===== src/rtl/bank_port_arbiter.sv =====
// bank_port_arbiter
//   Shares one single-port SRAM bank between the configuration write stream
//   and the inference-engine read port. Reads win by default. Writes wait in
//   a small FIFO, and a starvation guard forces one write slot after
//   MAX_WAIT consecutive denied cycles.
//
// Ports
//   clk, rst_n          system clock, asynchronous active-low reset
//   flush               discard every queued write (synchronous)
//   spi_wr_*            write request stream (valid/ready, addr, data)
//   rd_valid/rd_ready   read request; rd_ready high means the read is granted
//   rd_addr             read address
//   rd_data_valid       high one cycle after a read grant
//   rd_data             read data, straight from mem_rdata
//   mem_*               SRAM port (cen/wen active high, addr, wdata, rdata)
//   fifo_level          number of queued writes
//   force_active        debug: the forced write slot is taking place
module bank_port_arbiter #(
  parameter int AW         = 12,
  parameter int DW         = 32,
  parameter int FIFO_DEPTH = 4,
  parameter int MAX_WAIT   = 8
) (
  input  logic                          clk,
  input  logic                          rst_n,
  input  logic                          flush,
  input  logic                          spi_wr_valid,
  output logic                          spi_wr_ready,
  input  logic [AW-1:0]                 spi_wr_addr,
  input  logic [DW-1:0]                 spi_wr_data,
  input  logic                          rd_valid,
  output logic                          rd_ready,
  input  logic [AW-1:0]                 rd_addr,
  output logic                          rd_data_valid,
  output logic [DW-1:0]                 rd_data,
  output logic                          mem_cen,
  output logic                          mem_wen,
  output logic [AW-1:0]                 mem_addr,
  output logic [DW-1:0]                 mem_wdata,
  input  logic [DW-1:0]                 mem_rdata,
  output logic [$clog2(FIFO_DEPTH):0]   fifo_level,
  output logic                          force_active
);

  localparam int PW = $clog2(FIFO_DEPTH);
  localparam int LW = PW + 1;

  typedef enum logic {ST_NORMAL, ST_FORCE} state_t;

  state_t        state_q, state_d;
  logic [7:0]    wait_q, wait_d;

  logic [AW-1:0] fifo_addr [FIFO_DEPTH];
  logic [DW-1:0] fifo_data [FIFO_DEPTH];
  logic [PW-1:0] wr_ptr_q, rd_ptr_q;
  logic [LW-1:0] level_q;

  logic [AW-1:0] addr_q;
  logic [DW-1:0] wdata_q;
  logic          rd_data_valid_q;

  logic empty, full, push, pop, wr_grant, rd_grant;

  assign empty = (level_q == '0);
  assign full  = (level_q == LW'(FIFO_DEPTH));

  // Outputs are gated by rst_n so nothing is granted while reset is held,
  // even though the registers already sit at their reset values.
  assign spi_wr_ready = rst_n && !full;
  assign rd_ready     = rst_n && (state_q == ST_NORMAL);
  assign rd_grant     = rd_valid && rd_ready;
  assign wr_grant     = rst_n && !empty && (!rd_valid || state_q == ST_FORCE);

  // A push in the flush cycle is thrown away along with the queue.
  assign push = spi_wr_valid && spi_wr_ready && !flush;
  assign pop  = wr_grant;

  assign mem_cen   = rd_grant || wr_grant;
  assign mem_wen   = wr_grant;
  assign mem_addr  = rd_grant ? rd_addr :
                     wr_grant ? fifo_addr[rd_ptr_q] : addr_q;
  assign mem_wdata = wr_grant ? fifo_data[rd_ptr_q] : wdata_q;

  assign rd_data       = mem_rdata;
  assign rd_data_valid = rd_data_valid_q;
  assign fifo_level    = level_q;
  assign force_active  = (state_q == ST_FORCE);

  // NOTE: FIFO storage has no reset; the pointers and level define which
  // entries are meaningful, so clearing the array would only add muxes.
  always_ff @(posedge clk) begin
    if (push) begin
      fifo_addr[wr_ptr_q] <= spi_wr_addr;
      fifo_data[wr_ptr_q] <= spi_wr_data;
    end
  end

  // NOTE: state is updated with non-blocking assignments so every register
  // in the design samples values from before the same clock edge.
  always_ff @(posedge clk or negedge rst_n) begin
    if (!rst_n) begin
      wr_ptr_q <= '0;
      rd_ptr_q <= '0;
      level_q  <= '0;
    end else if (flush) begin
      wr_ptr_q <= '0;
      rd_ptr_q <= '0;
      level_q  <= '0;
    end else begin
      // DEPTH is a power of two, so pointer overflow is the wrap.
      if (push) wr_ptr_q <= wr_ptr_q + PW'(1);
      if (pop)  rd_ptr_q <= rd_ptr_q + PW'(1);
      case ({push, pop})
        2'b10:   level_q <= level_q + LW'(1);
        2'b01:   level_q <= level_q - LW'(1);
        default: level_q <= level_q;
      endcase
    end
  end

  // NOTE: every signal written here gets a default first, so no path can
  // leave it unassigned and infer a latch.
  always_comb begin
    state_d = ST_NORMAL;
    wait_d  = wait_q;
    case (state_q)
      ST_NORMAL: begin
        if (empty || wr_grant) begin
          wait_d = '0;
        end else if (wait_q == 8'(MAX_WAIT - 1)) begin
          wait_d = '0;
          // A flush empties the queue, so there is nothing to force.
          if (!flush) state_d = ST_FORCE;
        end else if (wait_q != 8'hFF) begin
          wait_d = wait_q + 8'd1;
        end
      end
      ST_FORCE: begin
        wait_d  = '0;
        state_d = ST_NORMAL;
      end
      default: begin
        wait_d  = '0;
        state_d = ST_NORMAL;
      end
    endcase
    if (flush) wait_d = '0;
  end

  always_ff @(posedge clk or negedge rst_n) begin
    if (!rst_n) begin
      state_q         <= ST_NORMAL;
      wait_q          <= '0;
      addr_q          <= '0;
      wdata_q         <= '0;
      rd_data_valid_q <= 1'b0;
    end else begin
      state_q         <= state_d;
      wait_q          <= wait_d;
      rd_data_valid_q <= rd_grant;
      // Hold the last address/data on idle cycles to avoid toggling the SRAM pins.
      if (mem_cen)  addr_q  <= mem_addr;
      if (wr_grant) wdata_q <= mem_wdata;
    end
  end

endmodule


===== config.mk =====
export PLATFORM = sky130hd
export DESIGN_NAME = bank_port_arbiter
export DESIGN_NICKNAME = d
export VERILOG_FILES = /design/src/rtl/bank_port_arbiter.sv
export SDC_FILE = /design/constraint.sdc
export NUM_CORES = 1
export LEC_CHECK = 0
export ABC_CLOCK_PERIOD_IN_PS = 6900
export CAP_MARGIN = 40
export CORE_ASPECT_RATIO = 1.5
export CORE_MARGIN = 2
export CORE_UTILIZATION = 56
export CTS_CLUSTER_DIAMETER = 200
export CTS_CLUSTER_SIZE = 20
export DETAILED_ROUTE_END_ITERATION = 8
export PLACE_DENSITY = 0.88
export SLEW_MARGIN = 20
export SYNTH_ARGS = -nofsm -noshare
export SYNTH_HDL_FRONTEND = slang
export SYNTH_SLANG_ARGS = --single-unit

===== constraint.sdc =====
create_clock -name clk -period 6.9 [get_ports clk]
set_input_delay 2.07 -clock clk [delete_from_list [all_inputs] [get_ports clk]]
set_output_delay 2.07 -clock clk [all_outputs]
set_load 0.01 [all_outputs]

==> impl_metrics.json <==
{
  "initial_core_util_pct": 57.41,
  "ir_worst_vdd_mv": 0.2007,
  "route.detailed.wl_per_inst_um": 22.39,
  "grt_setup_unrepaired": "false",
  "nNetsFinal": 717,
  "gp_congestion": 0.7586,
  "worstSetupPathType": "in -> out",
  "core_um2": 16840,
  "cp_common_cell": "clkdlybuf4s50_1",
  "dieArea_um2": 18350,
  "syn_to_final_growth_pct": 16.39,
  "max_freq_mhz": 159.2,
  "io_buffers": 113,
  "grt_max_degree": 67,
  "finClkSkew_ps": 12.00,
  "fillers": 1117,
  "syn-instance-count": 533,
  "num_io_pins": 178,
  "worst_pin_slew_ps": 710.2,
  "syn_area_per_cell_um2": 18.13,
  "slew_viol_final": 0,
  "wirelength_um": 18720,
  "maxSlewHeadroom_pct": 52.66,
  "drive_gt1_share_pct": 23.00,
  "place_hpwl_um": 11880,
  "yosys-top-cells-area": "edfxtp_1 55%, dfrtp_1 16%, mux4_2 10%",
  "cts_resized": 0,
  "synth_top_area_cell": "edfxtp_1",
  "tritoncts": "done",
  "synth.distinct_cells": 40,
  "die_y_um": 164.9,
  "htree_levels": 1,
  "drc": 0,
  "ys_ff_latch": 237,
  "dr.first_iter.drc_count": 417,
  "crit_chain": "clkdlybuf4s50_1 > nand2b_1 > and2_4 > buf_4 > mux2_2 > clkdlybuf4s50_1",
  "ctsHoldBuffers": 0,
  "final_cell_mix": "176 x edfxtp_1, 112 x clkdlybuf4s50_1, 64 x mux2_2, 59 x dfrtp_1, 44 x mux4_2",
  "ant_nets": 0,
  "period_share_pct": 91.05,
  "cts_buffers": 15,
  "maxCapViolCount": 0,
  "insertedDiodeCount": 0,
  "clk_pin_slew_ps": 80,
  "vias": 4962,
  "synth_warnings": 0,
  "dp_cells": 810,
  "power_leakage_nw": 3.886,
  "clock_sinks": 237,
  "crit_family": "buffers and inverters",
  "netlist.area_leader.share_pct": 54.68,
  "finalWorstPathRequiredPeriod_ps": 6283,
  "finalHoldViolations": 0,
  "dpl_cell_area_um2": 10820,
  "min-delay-path-class": "reg -> reg",
  "start_kind": "input pin",
  "die_w_um": 111.3,
  "crit_buf_inv": 3,
  "row_count": 58,
  "syn_nets": 632,
  "clockRootBuffer": "clkbuf_16",
  "slowest_stage": "clkdlybuf4s50_1",
  "setup_viol": 0,
  "final_common_cell": "edfxtp_1",
  "fin_area_um2": 11250,
  "antenna_found_initial": 0,
  "status": "complete, no violations",
  "clk_latency_ps": 470,
  "fin_setup_tns_ps": 0,
  "globalRouteTotalUtil_pct": 20.65,
  "drt-pass1-iter-count": 8,
  "powerDensity_nw_per_um2": 296.0,
  "max_stage_delay_ps": 500,
  "synth.cell_area_um2": 9666,
  "cp_data_required_time_ps": 4830,
  "total_power_mw": 3.330,
  "crit_path_max_fanout": 39,
  "grt_pass1_wl_um": 29210,
  "finalNonFillerCells": 836,
  "synth_sequential_area_ratio_pct": 70.47,
  "cts_setup_buffers": 0,
  "clk_path_buf_depth": 3,
  "multi_input_area_um2": 2494,
  "post_drt_via_cell_ratio": 5.935,
  "utilization_pct": 66.82,
  "globalRouteOverflowTotal": 0,
  "end_kind": "output pin",
  "worstPathArrival_ps": 4210,
  "regArea_um2": 6819,
  "grt_pass1_vias": 5332
}
-- stage by stage --
stage / setup WS (ps) / hold slack, ps
after floorplan: 1713 / 463.9
after global placement: 678.6 / 485.1
after detailed placement: 581.7 / 492.3
after CTS: 571.5 / 511.8
after global routing: 516.2 / 520.5
final: 617.4 / 506.8
-- kinds of logic (layout without fill, tap and decap cells) --
logic type / Yosys count / in the layout / share of synthesized area, %
DFF: 237 / 237 / 70.47
and+or+nand+nor: 87 / 87 / 4.194
AOI/OAI and AO/OA: 25 / 25 / 1.864
muxes: 111 / 111 / 18.08
xor gates and xnor gates: 8 / 8 / 0.7248
adders and majority gates: 6 / 6 / 0.8544
buffers and inverters: 59 / 152 / 3.806
-- report_power, final --
part | switching, mW | internal (mW) | total, mW | leakage [nW]
clock network | 0.430 | 0.410 | 0.839 | 0.199
logic | 0.291 | 0.459 | 0.751 | 1.33
registers | 0.0734 | 1.67 | 1.74 | 2.35
-- routing by layer --
metal	global-route usage (%)	routed length, µm	up-vias	share of wire (%)
li1	-	-	2188	-
met1	25.21	7046	2533	38
met3	2.239	839	74	4.5
met4	9.484	837	0	4.5
met2	37.28	9997	167	53
met5	0	0	-	0
-- sequential cells by signal, indices dropped and copies added, names as in the netlist --
name and count:
rd_ptr_q 2, fifo_addr 48, addr_q 12, wr_ptr_q 2
wdata_q 32, force_active 1, fifo_data 128, fifo_level 3
rd_data_valid 1, wait_q 8
-- final timing paths --
| path | startpoint | slack, ps | endpoint | cells after the start |
|---|---|---|---|---|
| min reg2reg | wdata_q[4] | 510 | wdata_q[4] | 1 |
| min | wdata_q[4] | 510 | wdata_q[4] | 1 |
| max reg2reg | fifo_level[0] | 4280 | fifo_data[2][14] | 4 |
| min in group asynchronous | rst_n | 1630 | rd_ptr_q[1] | 2 |
| max | rd_valid | 620 | mem_wdata[11] | 6 |
| max in group asynchronous | rst_n | 4720 | rd_ptr_q[0] | 3 |
-- cell usage after synthesis --
master      n
a41oi_1     1
nor3b_1     1
buf_1       2
o32a_1      1
and2_1      5
ha_1        5
a211oi_1    1
nand4_1     3
nor2b_1     6
mux2_4      1
o32ai_1     1
o21ai_0     2
fa_1        1
a22oi_1    12
o211ai_1    2
o31a_1      1
clkbuf_1    8
nor2_1     15
inv_1       3
and3b_1     1
mux2_2     64
buf_6       1
a21oi_1     3
dfrtp_1    61
nand2b_1    4
nand3_1     3
mux2_1      1
mux2i_1     1
nor4b_1     1
or4_1       1
buf_4      33
nor3_1      6
buf_2      12
xor2_1      4
a31oi_1     1
nand2_1    40
edfxtp_1  176
xnor2_1     4
mux4_2     44
and4_1      1
-- cell type report --
class / count / area share, %
clock buffer: 24 / 3.637
timing repair buffer: 124 / 11.10
sequential: 237 / 60.62
inverter: 3 / 0.1001
clock inverter: 1 / 0.04449
multi-input combinational: 237 / 22.17
tap: 210 / 2.336
(Power assumes the default switching activity.)
==> variant 1: new RTL, config.mk and constraints unchanged <==
Register the output `fifo_level` once more, cleared by the reset; this adds one clock of latency there. The other outputs are not delayed to match.
--- a/src/rtl/bank_port_arbiter.sv
+++ b/src/rtl/bank_port_arbiter.sv
@@ -85,3 +85,9 @@
   assign rd_data_valid = rd_data_valid_q;
-  assign fifo_level    = level_q;
+  always_ff @(posedge clk or negedge rst_n) begin
+    if (!rst_n) begin
+      fifo_level <= '0;
+    end else begin
+      fifo_level <= level_q;
+    end
+  end
   assign force_active  = (state_q == ST_FORCE);
Behaviour: not the same (a bounded check fails within 4 cycles, from zero or initial values and one cycle with rst_n low).
==> variant 1 against the unedited design <==
  * Design area increased by 0.75%
  * Via count decreased by 0.62%
  * Synthesized cell count increased by 0.56%
  * Sequential cell count increased by 3
  * Worst setup slack improved by 20 ps
  * Count of clock-buffer cells in the layout increased by 1
  * Wire length decreased by 2.3%
  * Power increased by 0.32%
  * Area after synthesis increased by 0.70%
  * Fmax increased by 0.32%
==> variant 1: results (changes against the unedited design) <==
set qor(run_status) {finished clean} ;# unchanged
set qor(fin_ws_ps) 637.2 ;# was 617.4 ps
set qor(postSynthNetCount) 635 ;# was 632
set qor(drt_first_pass_iters) 4 ;# was 8
set qor(wire_length_of_the_first_global_routing_pass_um) 28330 ;# was 29,210 um
set qor(timing.critical_path.fanout_max) 32 ;# was 39
set qor(final_nets) 721 ;# was 717
set qor(postSynth.asyncResetShare_pct) 26.67 ;# was 25.74%
set qor(worst_hold_slack_after_final_layout_ps) 488.6 ;# was 506.8 ps
set qor(hpwl_after_dpl_um) 11870 ;# was 11,880 um
set qor(sequential_element_share_of_the_synthesized_area_pct) 70.75 ;# was 70.47%
set qor(final-instance-count-excl-fill) 844 ;# was 836
set qor(crit_arrival_ps) 4190 ;# was 4210 ps
set qor(totalWireLength_um) 18290 ;# was 18,720 um
set qor(reg2reg_setup_slack_ps) 4140 ;# was 4280 ps
set qor(leakagePower_uw) 0.003945 ;# was 0.003886 uW
set qor(critPathTopFamily) {buffers and inverters} ;# unchanged
set qor(number_of_placed_instances_with_taps_included) 818 ;# was 810
set qor(layout-drive-gt1-share_pct) 22.22 ;# was 23.00%
set qor(detail_route.iter0.violations) 299 ;# was 417
set qor(grtUsageTotal_pct) 19.80 ;# was 20.65%
set qor(timing.slew.headroom_pct) 53.71 ;# was 52.66%
set qor(yosys-mux-area-fraction_pct) 18.13 ;# was 18.08%
set qor(place_congestion) 0.8029 ;# was 0.7586
set qor(yosys-top-cells-count) {sky130_fd_sc_hd__edfxtp_1 (176), sky130_fd_sc_hd__dfrtp_1 (64), sky130_fd_sc_hd__mux2_2 (61)} ;# was sky130_fd_sc_hd__edfxtp_1 (176), sky130_fd_sc_hd__mux2_2 (64), sky130_fd_sc_hd__dfrtp_1 (61)
set qor(numPortBuffers) 113 ;# unchanged
set qor(dpl-instance-area_mm2) 0.01092 ;# was 0.01082 mm^2
set qor(synth-xor-area-share_pct) 0.6299 ;# was 0.7249%
set qor(postSynthAreaPerCell_um2) 18.16 ;# was 18.13 um^2
set qor(synth_top_cells_by_area) {sky130_fd_sc_hd__edfxtp_1 (54%), sky130_fd_sc_hd__dfrtp_1 (16%), sky130_fd_sc_hd__mux4_2 (10%)} ;# was sky130_fd_sc_hd__edfxtp_1 (55%), sky130_fd_sc_hd__dfrtp_1 (16%), sky130_fd_sc_hd__mux4_2 (10%)
set qor(dp_slack_ps) 664.4 ;# was 581.7 ps
set qor(largest_net_degree_at_the_start_of_global_routing) 54 ;# was 67
set qor(synth_edf_count) 176 ;# unchanged
set qor(vdd.ir_drop.worst_v) 0.0003484 ;# was 0.0002007 V
set qor(synth_adder_area_share_pct) 0.8484 ;# was 0.8544%
set qor(worst_clock_skew_ps) 9.160 ;# was 12.00 ps
set qor(vias_in_the_first_global_route) 5328 ;# was 5,332
set qor(synth_compound_area_share_pct) 1.813 ;# was 1.864%
## variant 1: changes by cell type in the layout (fill, tap and decap cells not counted), moves of 2 or more
cell	unedited run	this run
sky130_fd_sc_hd__a21oi_1	3	1
sky130_fd_sc_hd__and2_2	4	0
sky130_fd_sc_hd__and3_2	0	4
sky130_fd_sc_hd__dfrtp_1	59	62
sky130_fd_sc_hd__mux2_1	1	5
sky130_fd_sc_hd__mux2_2	64	61
sky130_fd_sc_hd__mux2i_1	1	3
sky130_fd_sc_hd__nand2_1	40	42
sky130_fd_sc_hd__nand2b_1	4	2
sky130_fd_sc_hd__nand4_1	3	1
sky130_fd_sc_hd__nor2_1	15	18
sky130_fd_sc_hd__nor3_1	6	2
## variant 1: power breakdown
part / leakage (uW) / internal [uW] / switching, uW
sequential: 0.00239 / 1690 / 73.5
clock: 0.000197 / 411 / 425
combinational: 0.00135 / 457 / 288
total: 0.00394 / 2550 / 786
## variant 1: worst paths after layout
path,cells past startpoint,end,start
worst max-delay path,6,mem_wdata[10],rd_valid
worst min-delay path,0,fifo_level[2],level_q[2]
worst max register to register,8,level_q[2],level_q[0]
worst min register to register,0,fifo_level[2],level_q[2]
max in group asynchronous,2,rd_ptr_q[0],rst_n
min in group asynchronous,1,wdata_q[1],rst_n
## variant 1: routing by layer
metal  wire (um)  global-route usage (%)  vias up
met3        1017                   3.248       39
met4         463                   6.902        0
li1            -                       -     2201
met2       10070                   36.72      170
met5           0                       0        -
met1        6742                   23.44     2521
## variant 1: cell type report
type | instances | area [um^2]
sequential | 240 | 6892
fill | 1132 | 5867
multi-input combinational | 237 | 2489
timing repair buffer | 124 | 1256
clock buffer | 25 | 412.9
tap | 213 | 266.5
inverter | 4 | 15.01
antenna | 1 | 2.502
==> variant 2: new RTL, same flow settings <==
Without the edit above. The parameter `AW` goes from 12 to 10.
--- a/src/rtl/bank_port_arbiter.sv
+++ b/src/rtl/bank_port_arbiter.sv
@@ -18,3 +18,3 @@
 module bank_port_arbiter #(
-  parameter int AW         = 12,
+  parameter int AW         = 10,
   parameter int DW         = 32,
Ports: changed (resized mem_addr, rd_addr and spi_wr_addr); port bits go from 178 to 172. No check against the original RTL was run, so the function may have changed too.
==> variant 2 against the unedited design <==
  * Sequential cell count fell by 10
  * Clock skew rose by 5.5 ps
  * Power fell by 2.8%
  * Worst setup slack improved by 150 ps
  * Core utilization rose by 0.19 points
  * Worst hold slack got worse by 0.65 ps
  * Wire length fell by 6.4%
  * Sequential power fell by 4%
  * Design area fell by 3.6%
  * Area after synthesis fell by 4.0%
  * Critical endpoint is now mem_wdata[4]
==> variant 2: results (changes against the unedited design) <==
set qor(worst_clock_skew_ps) 17.52 ;# was 12.00 ps
set qor(crit_arrival_ps) 4060 ;# was 4210 ps
set qor(fin_ws_ps) 765.4 ;# was 617.4 ps
set qor(layout-drive-gt1-share_pct) 24.00 ;# was 23.00%
set qor(synth_top_cells_by_area) {sky130_fd_sc_hd__edfxtp_1 (54%), sky130_fd_sc_hd__dfrtp_1 (16%), sky130_fd_sc_hd__mux4_2 (10%)} ;# was sky130_fd_sc_hd__edfxtp_1 (55%), sky130_fd_sc_hd__dfrtp_1 (16%), sky130_fd_sc_hd__mux4_2 (10%)
set qor(nFillCells) 1053 ;# was 1,117
set qor(place_congestion) 0.7321 ;# was 0.7586
set qor(postSynth.asyncResetShare_pct) 25.99 ;# was 25.74%
set qor(hpwl_after_dpl_um) 11440 ;# was 11,880 um
set qor(dp_slack_ps) 763.9 ;# was 581.7 ps
set qor(grtUsageTotal_pct) 20.53 ;# was 20.65%
set qor(grtUsageMet1_pct) 24.12 ;# was 25.21%
set qor(met3WireLength_um) 879 ;# was 839 um
set qor(wire_length_of_the_first_global_routing_pass_um) 27640 ;# was 29,210 um
set qor(largest_net_degree_at_the_start_of_global_routing) 82 ;# was 67
set qor(timing.hold.worst_endpoint) {wdata_q[7]} ;# was wdata_q[4]
set qor(global_route.usage.met2_pct) 37.01 ;# was 37.28%
set qor(wl_met1_um) 6407 ;# was 7046 um
set qor(postSynthNetCount) 605 ;# was 632
set qor(vias) 4720 ;# was 4,962
set qor(rr_worst_depth) 7 ;# was 4
set qor(gr-usage-met3_pct) 2.970 ;# was 2.239%
set qor(vias_in_the_first_global_route) 5266 ;# was 5,332
set qor(vdd.ir_drop.worst_v) 0.0002358 ;# was 0.0002007 V
set qor(dpl-instance-area_mm2) 0.01039 ;# was 0.01082 mm^2
set qor(run_status) {finished clean} ;# unchanged
set qor(crit_end) {mem_wdata[4]} ;# was mem_wdata[11]
set qor(drt_first_pass_iters) 4 ;# was 8
set qor(hold_path.startpoint) {wdata_q[7]} ;# was wdata_q[4]
set qor(crit-reg2reg-capture) {fifo_level[2]} ;# was fifo_data[2][14]
set qor(worst_slew_pin_tran_ps) 758.4 ;# was 710.2 ps
set qor(final_nets) 686 ;# was 717
set qor(worst_hold_slack_after_final_layout_ps) 506.1 ;# was 506.8 ps
set qor(avgRoutedWirePerCell_um) 21.72 ;# was 22.39 um
set qor(numPortBuffers) 107 ;# was 113
set qor(layout_top_registers) {fifo_data: 128 flops, fifo_addr: 40 flops, wdata_q: 32 flops} ;# was fifo_data: 128 flops, fifo_addr: 48 flops, wdata_q: 32 flops
set qor(sequential_element_share_of_the_synthesized_area_pct) 70.26 ;# was 70.47%
set qor(timing.critical_path.fanout_max) 81 ;# was 39
set qor(post_synth_num_cell_types) 37 ;# was 40
set qor(yosys-top-cells-count) {sky130_fd_sc_hd__edfxtp_1 (168), sky130_fd_sc_hd__mux2_2 (65), sky130_fd_sc_hd__dfrtp_1 (59)} ;# was sky130_fd_sc_hd__edfxtp_1 (176), sky130_fd_sc_hd__mux2_2 (64), sky130_fd_sc_hd__dfrtp_1 (61)
## variant 2: cell count changes in the layout (fill, tap and decap cells not counted), sizes merged, moves of 3 or more
cell,before,now
nand4,3,0
edfxtp,176,168
nand2,40,33
xor2,4,1
and3,0,6
clkdlybuf4s50,112,106
## variant 2: cell type report
type                    instances  area, um^2  area share [%]
inverters                       3       11.26          0.1038
clock buffers                  24       409.1           3.772
multi-input cells             226        2410           22.21
well taps                     206       257.7           2.376
diodes                          1       2.502         0.02307
clock inverters                 2       25.02          0.2307
repair buffers                118        1206           11.12
flip-flops and latches        227        6526           60.16
## variant 2: power by group
part / switching (uW) / leakage, uW / internal, uW
Combinational: 278 / 0.00132 / 449
Clock: 423 / 0.000207 / 416
Sequential: 72.3 / 0.00226 / 1600
Total: 773 / 0.00378 / 2460
## variant 2: kinds of logic after synthesis
logic type      share of synthesized area, %
mux                                    18.52
buf+inv                                3.855
simple gates                           4.516
flops                                  70.26
fa+ha+maj                             0.8897
compound gates                         1.483
xor+xnor                              0.4718
